[src/rtl/fc_layer_seq.sv]
// Sequential fully-connected layer: one multiply-accumulate per cycle, bias loaded first per neuron.
// Define FC_RELU_EN to clamp negative neuron results to zero.
module fc_layer_seq #(
  parameter int N_IN  = 30,
  parameter int N_OUT = 8,
  parameter int DW    = 24,
  parameter int WW    = 16,
  parameter int ACC_W = 40,
  parameter int FRAC  = 8,
  localparam int AW = (N_OUT * N_IN > 1) ? $clog2(N_OUT * N_IN) : 1,
  localparam int BW = (N_OUT > 1) ? $clog2(N_OUT) : 1
) (
  input  logic                 i_clk,
  input  logic                 i_rst,
  input  logic                 i_start,
  input  logic signed [DW-1:0] i_data [0:N_IN-1],
  output logic [AW-1:0]        o_w_addr,
  input  logic signed [WW-1:0] i_w_data,
  output logic [BW-1:0]        o_b_addr,
  input  logic signed [WW-1:0] i_b_data,
  output logic                 o_valid,
  input  logic                 i_ready,
  output logic signed [31:0]   o_output,
  output logic [BW-1:0]        o_idx,
  output logic                 o_busy,
  output logic                 o_done
);

  localparam int KW = (N_IN > 1) ? $clog2(N_IN) : 1;
  localparam logic [KW-1:0] K_LAST = KW'(N_IN - 1);
  localparam logic [BW-1:0] J_LAST = BW'(N_OUT - 1);

  typedef enum logic [2:0] {IDLE, BIAS, MAC, DRAIN, OUT} state_t;

  state_t                   state_q;
  logic [KW-1:0]            k_q;
  logic signed [DW-1:0]     data_q [0:N_IN-1];
  logic signed [DW+WW-1:0]  prod_q;
  logic signed [DW+WW-1:0]  prod_d;
  logic signed [ACC_W-1:0]  acc_q;
  logic signed [ACC_W-1:0]  acc_d;
  logic signed [ACC_W-1:0]  prod_ext;
  logic signed [ACC_W-1:0]  bias_ext;
  logic signed [31:0]       result_d;

  // Product is registered and folded into the accumulator one cycle later.
  assign prod_d   = data_q[k_q] * i_w_data;
  assign prod_ext = ACC_W'(prod_q);
  assign bias_ext = ACC_W'(i_b_data) <<< FRAC;
  assign acc_d    = acc_q + prod_ext;

  always_comb begin
    result_d = 32'(acc_d >>> FRAC);
`ifdef FC_RELU_EN
    if (acc_d[ACC_W-1]) result_d = '0;
`endif
  end

  always_ff @(posedge i_clk) begin
    if (i_rst) begin
      state_q  <= IDLE;
      k_q      <= '0;
      prod_q   <= '0;
      acc_q    <= '0;
      o_w_addr <= '0;
      o_b_addr <= '0;
      o_valid  <= 1'b0;
      o_done   <= 1'b0;
      o_busy   <= 1'b0;
      o_output <= '0;
      o_idx    <= '0;
      for (int i = 0; i < N_IN; i++) data_q[i] <= '0;
    end else begin
      o_done <= 1'b0;
      case (state_q)
        IDLE: begin
          if (i_start) begin
            for (int i = 0; i < N_IN; i++) data_q[i] <= i_data[i];
            o_idx    <= '0;
            o_b_addr <= '0;
            o_w_addr <= '0;
            o_busy   <= 1'b1;
            state_q  <= BIAS;
          end
        end
        BIAS: begin
          k_q      <= '0;
          o_w_addr <= o_w_addr + AW'(1);
          state_q  <= MAC;
        end
        MAC: begin
          prod_q <= prod_d;
          acc_q  <= (k_q == '0) ? bias_ext : acc_d;
          // Address stops at the next neuron's base, ready for its BIAS cycle.
          if (k_q == K_LAST) begin
            state_q <= DRAIN;
          end else begin
            k_q      <= k_q + KW'(1);
            o_w_addr <= o_w_addr + AW'(1);
          end
        end
        DRAIN: begin
          acc_q    <= acc_d;
          o_output <= result_d;
          o_valid  <= 1'b1;
          state_q  <= OUT;
        end
        OUT: begin
          if (i_ready) begin
            o_valid <= 1'b0;
            if (o_idx == J_LAST) begin
              o_done  <= 1'b1;
              o_busy  <= 1'b0;
              state_q <= IDLE;
            end else begin
              o_idx    <= o_idx + BW'(1);
              o_b_addr <= o_idx + BW'(1);
              state_q  <= BIAS;
            end
          end
        end
        default: state_q <= IDLE;
      endcase
    end
  end

endmodule
[config.mk]
export PLATFORM = sky130hd
export DESIGN_NAME = fc_layer_seq
export DESIGN_NICKNAME = d
export VERILOG_FILES = /design/src/rtl/fc_layer_seq.sv
export SDC_FILE = /design/constraint.sdc
export NUM_CORES = 2
export LEC_CHECK = 0
export BUFFER_PORTS_ARGS = -buffer_cell sky130_fd_sc_hd__buf_4
export CORE_AREA = 2 2 388 390
export CTS_CLUSTER_DIAMETER = 200
export DETAILED_ROUTE_END_ITERATION = 7
export DIE_AREA = 0 0 390 392
export PLACE_DENSITY_LB_ADDON = 0.2
export SLEW_MARGIN = 20
export SYNTH_ARGS = -nofsm -noshare
export SYNTH_HDL_FRONTEND = slang
export SYNTH_SLANG_ARGS = --single-unit
[constraint.sdc]
create_clock -name i_clk -period 47.2 [get_ports i_clk]
set_clock_uncertainty 0.05 [all_clocks]
set_input_delay 0 -clock i_clk [delete_from_list [all_inputs] [get_ports i_clk]]
set_output_delay 0 -clock i_clk [all_outputs]
set_load 0.05 [all_outputs]
# Yosys cells after proc, flatten, opt, wreduce, memory -nomap -nowiden
# Memory sizes are Yosys's and may differ from the RTL's. A register that Yosys moved wholly into a read port is not among the register bits.
# Index checks and enable logic that the tools add are counted.
# word_totals
register_bits	134
mem_bits_rw	720
inputBits	756
output_inout_bits	49
wordCells	135
mem_count	1
# mem_list
name	depth	word_bits	read_ports	rd_clocked_by_memory_dff	wr	line_no	rtl
data_q	30	24	1	1	30	37	logic signed [DW-1:0] data_q [0:N_IN-1];
# classes
addsub	4
n_mul	1
eq_ne	12
n_mux	61
bitwise	32
reduce_logical	14
# op_table
op	count
$mux W24	30
$pmux W40 S2	1
$add A40 B40 Y40	1
$mul A24 B16 Y40	1
$mux W40	1
$or A1 B1 Y1	30
$pmux W8 S3	1
$mux W3	6
$mux W8	2
$mux W5	3
$pmux W3 S5	1
$mux W1	12
$ne A2 B2 Y1 const B	6
$pmux W5 S2	1
$add A8 B1 Y8 const B	1
$reduce_and A4 Y1	2
$reduce_bool A2 Y1	4
$eq A3 B2 Y1 const B	2
$eq A3 B3 Y1 const B	2
$pmux W3 S2	1
$reduce_and A3 Y1	2
$add A5 B1 Y5 const B	1
$eq A5 B5 Y1 const B	1
$logic_not A5 Y1	1
8 further kinds	11

# Depth between registers and ports, before layout
# logic_depth
word_depth	5
mapped_depth	32
ltp_nobuf	27

# Worst setup path after synthesis
# No wires, ideal clock.
# synth_timing
path_type	reg-to-reg
from	register state_q[2]
to	memory data_q[0][0], enable pin
setup_time_ns	1.366
arrival_ns	20.517
t_required_ns	45.784
setup_slack_ns	25.266
path_stages_with_launch	6
n_path_buf	2
synth_period_minus_slack_ns	21.934
path_cell_list	dfxtp_1 -> clkbuf_1 -> nand2b_1 -> nor3_1 -> or2_2 -> clkbuf_1
# synth_lines
element	line_no	rtl
start, declared	35	state_t state_q;
start signal, assigned	61	state_q <= IDLE;
start signal, assigned	83	state_q <= BIAS;
start signal, assigned	89	state_q <= MAC;
end, declared	37	

==> impl_metrics.tcl <==
set metrics [dict create \
    dp_hpwl_um 141000 \
    grtUsageTotal_pct 24.7 \
    grt_antenna_before_repair 69 \
    synth_largest_area_cell "edfxtp_1" \
    ioPinCount 805 \
    synth_top_area_share_pct 40.5 \
    die_h_um 392 \
    period_minus_slack_ns 10.32 \
    cts.htree.levels 3 \
    cpMaxStageDelayCell "buf_4" \
    grt_max_degree 306 \
    switching_share_pct 43.3 \
    cts.sinks 859 \
    syn_avg_cell_area_um2 12.4 \
    slew_viol_final 0 \
    synth_edf_count 720 \
    synth_area_leaders "edfxtp_1, fa_1, mux4_2, and2_1, nor2b_1" \
    clockPowerShare_pct 16.8 \
    end_kind "flop" \
    regArea_um2 24400 \
    cellLeakagePower_nw 30.4 \
    synth_flop_cell "edfxtp_1" \
    hp-class "primary input to flop" \
    synthArstFlopShare_pct 0 \
    grt_overflow 0 \
    fillerInstances 12900 \
    cts_setup_buffers 0 \
    crit_top_cell "fa_1" \
    rows 142 \
    drt_iter0_markers 2779 \
    path_class "flop to flop" \
    fin_area_um2 73800 \
    syn_nets 5564 \
    critPathMaxFanout 42 \
    vias 39800 \
    gp_congestion 0.903 \
    status "complete, no violations" \
    ctsResizeCount 0 \
    postSynthCellCount 4290 \
    cts_tree "yes" \
    clockBufferDepth 3 \
    power.density_nw_per_um2 59.4 \
    initial_utilization_pct 35.8 \
    fin_nets 7192 \
    root_buffer "clkbuf_16" \
    routedWlPerCell_um 24.0 \
    fp.dieW_um 390 \
    worst_setup_path_start_kind "flop" \
    seqPwrFrac_pct 21.9 \
    clk_latency_ns 0.78 \
    pwr-share-comb_pct 61.4 \
    grt_pass1_wl_um 277000 \
    multi_input_area_um2 26300 \
    crit_arrival_ns 10.78 \
    drv_cap 0 \
    worstMarginPinSlew_ns 1.09 \
    crit_required_ns 47.67 \
    placement.io_buffers 804 \
    drcViolationCount 0 \
    synth_seq_cells 859 \
    finalSetupViolCount 0 \
    wl_um 192000 \
    dpl_cell_area_um2 61300 \
    finalHoldViolations 0 \
    avgViaCountPerCell 4.98 \
    ys_seq_area_share_pct 45.7 \
    slew_headroom_pct 27.6 \
    p_sw_mw 1.90 \
    antenna_left 0 \
    peakVddDrop_v 0.0000936 \
    syn_area_um2 53400 \
    dieArea_um2 153000 \
    drive_gt1_share_pct 21.0 \
    critPathMaxStageDelay_ns 0.68 \
    rsz0062_at_grt "no" \
    intPower_mw 2.49 \
    yosysWarningCount 0 \
    clkSlewWorstSetupHoldPaths_ns 0.06 \
    grt_pass1_vias 42300 \
    fmax_mhz 96.9 \
    areaGrowthSynthToFinish_pct 38.3 \
    tns_ns 0 \
    synthDistinctLibCells 75 \
    core-area_um2 149000 \
    cts_buffers 96 \
    dr.pass1.iters 6 \
    finalCritPeriodShare_pct 21.9 \
]
## synth_stat cells (12+ instances only)
cell      number
mux4_2       216
fa_1         375
inv_1        454
a21oi_1      153
a31oi_1       17
dfxtp_1      139
o21ai_0       66
a311oi_1      12
nor3_1        14
nand2_1      243
nor2_1        87
a21o_1        26
edfxtp_1     720
mux2i_1       22
mux2_2        31
nand3_1       41
xor2_1        26
a211oi_1      19
buf_2         18
o21bai_1      15
xnor2_1       57
nand2b_1     114
nor2b_1      448
clkbuf_1     213
and2_1       490
ha_1         143
## metrics by stage
stage               setup slack (ns)  power [mW]  hold slack, ns  instances  utilization [%]
finish                         36.89        4.39          0.0294       7992             49.6
global placement               36.94        3.63           0.191       6840             41.2
floorplan                      25.27        2.95          0.0581       4290                -
global route                   36.46        4.79          0.0237       7983             49.5
detailed placement             36.81        3.63           0.187       6840             41.2
CTS                            36.77        4.45        0.000225       7939             49.4
## routing by layer
layer | vias to the layer above | track usage [%] | part of all wire, %
li1 | 17800 | - | -
met4 | 18 | 11.5 | 4.8
met2 | 1404 | 42.3 | 50
met1 | 20100 | 30.6 | 40
met3 | 386 | 3.79 | 5.5
met5 | - | 0 | 0.060
## cells in the final DEF (no fill, tap or decap), drive strengths merged, types with 18 or more instances in the layout
master / netlist / routed
dlygate4sd3: 0 / 922
buf: 32 / 854
edfxtp: 720 / 720
and2: 491 / 491
inv: 454 / 457
nor2b: 448 / 448
fa: 375 / 375
nand2: 243 / 243
mux4: 216 / 216
a21oi: 153 / 153
ha: 143 / 143
dfxtp: 139 / 139
clkbuf: 214 / 135
nand2b: 114 / 114
nor2: 87 / 87
o21ai: 67 / 67
xnor2: 57 / 57
diode: 0 / 51
nand3: 41 / 41
clkinv: 0 / 37
mux2: 31 / 31
a21o: 27 / 27
xor2: 26 / 26
mux2i: 22 / 22
a211oi: 20 / 20
a31oi: 18 / 18
## worst max-delay path, delay by kind of cell (launching register included)
kind	cells	cell delay, ns
muxes	3	1.33
buffers and inverters	7	2.14
DFF	1	0.58
xor gates and xnor gates	1	0.17
and+or+nand+nor	2	0.42
adders and majority gates	7	3.36
AOI/OAI and AO/OA	8	1.94
## kinds of logic (layout without fill, tap and decap cells)
kind of cell	count (synthesis)	after routing	synth area share, %
DFF	859	859	45.7
other	0	51	0
muxes	269	269	10.2
adders and majority gates	518	518	17.4
and+or+nand+nor	1492	1492	15.9
AOI/OAI and AO/OA	369	369	4.39
buffers and inverters	700	2407	5.00
xor gates and xnor gates	83	83	1.36
## state kept, by name, indices dropped and copies added (netlist names), named ones only
name and count:
state_q 3, o_done 1, data_q 720, o_w_addr 8, o_idx 3, o_valid 1
prod_ext 40, acc_q 40, o_busy 1, o_output 32, k_q 5
## path summary, 6_finish.rpt
| path | from | end | slack, ns | cells after the start |
|---|---|---|---|---|
| setup / recovery | flop | prod_ext[39]$_SDFFE_PP0P_ | 36.89 | 28 |
| hold / removal | i_data[656] | data_q[2][8]$_SDFFCE_PN0P_ | 0.03 | 3 |
| setup reg to reg | flop | prod_ext[39]$_SDFFE_PP0P_ | 36.89 | 28 |
| hold reg to reg | acc_q[2]$_SDFFE_PP0P_ | acc_q[2]$_SDFFE_PP0P_ | 0.41 | 2 |
## power groups by stage
stage                     Sequential [mW]  Combinational [mW]  Clock [mW]
after floorplan                      1.01                1.94           0
after global placement              0.972                2.65           0
after detailed placement            0.974                2.65           0
after CTS                           0.959                2.74       0.746
after global routing                0.966                3.05       0.774
final                               0.959                2.69       0.735
## cell type report
cell class	count	area share [%]
inverters	454	2.31
diodes	51	0.173
clock buffers	135	3.58
multi-input cells	2731	35.7
clock inverters	42	0.553
flip-flops and latches	859	33.1
well taps	1944	3.30
repair buffers	1776	21.3
## what timing repair did
action                                  4_1_cts  5_1_grt
hold buffers                                922        0
endpoints found under the setup margin        0        0
hold endpoints to repair                    810        0
Note: power is estimated with default switching activity, not from simulation.
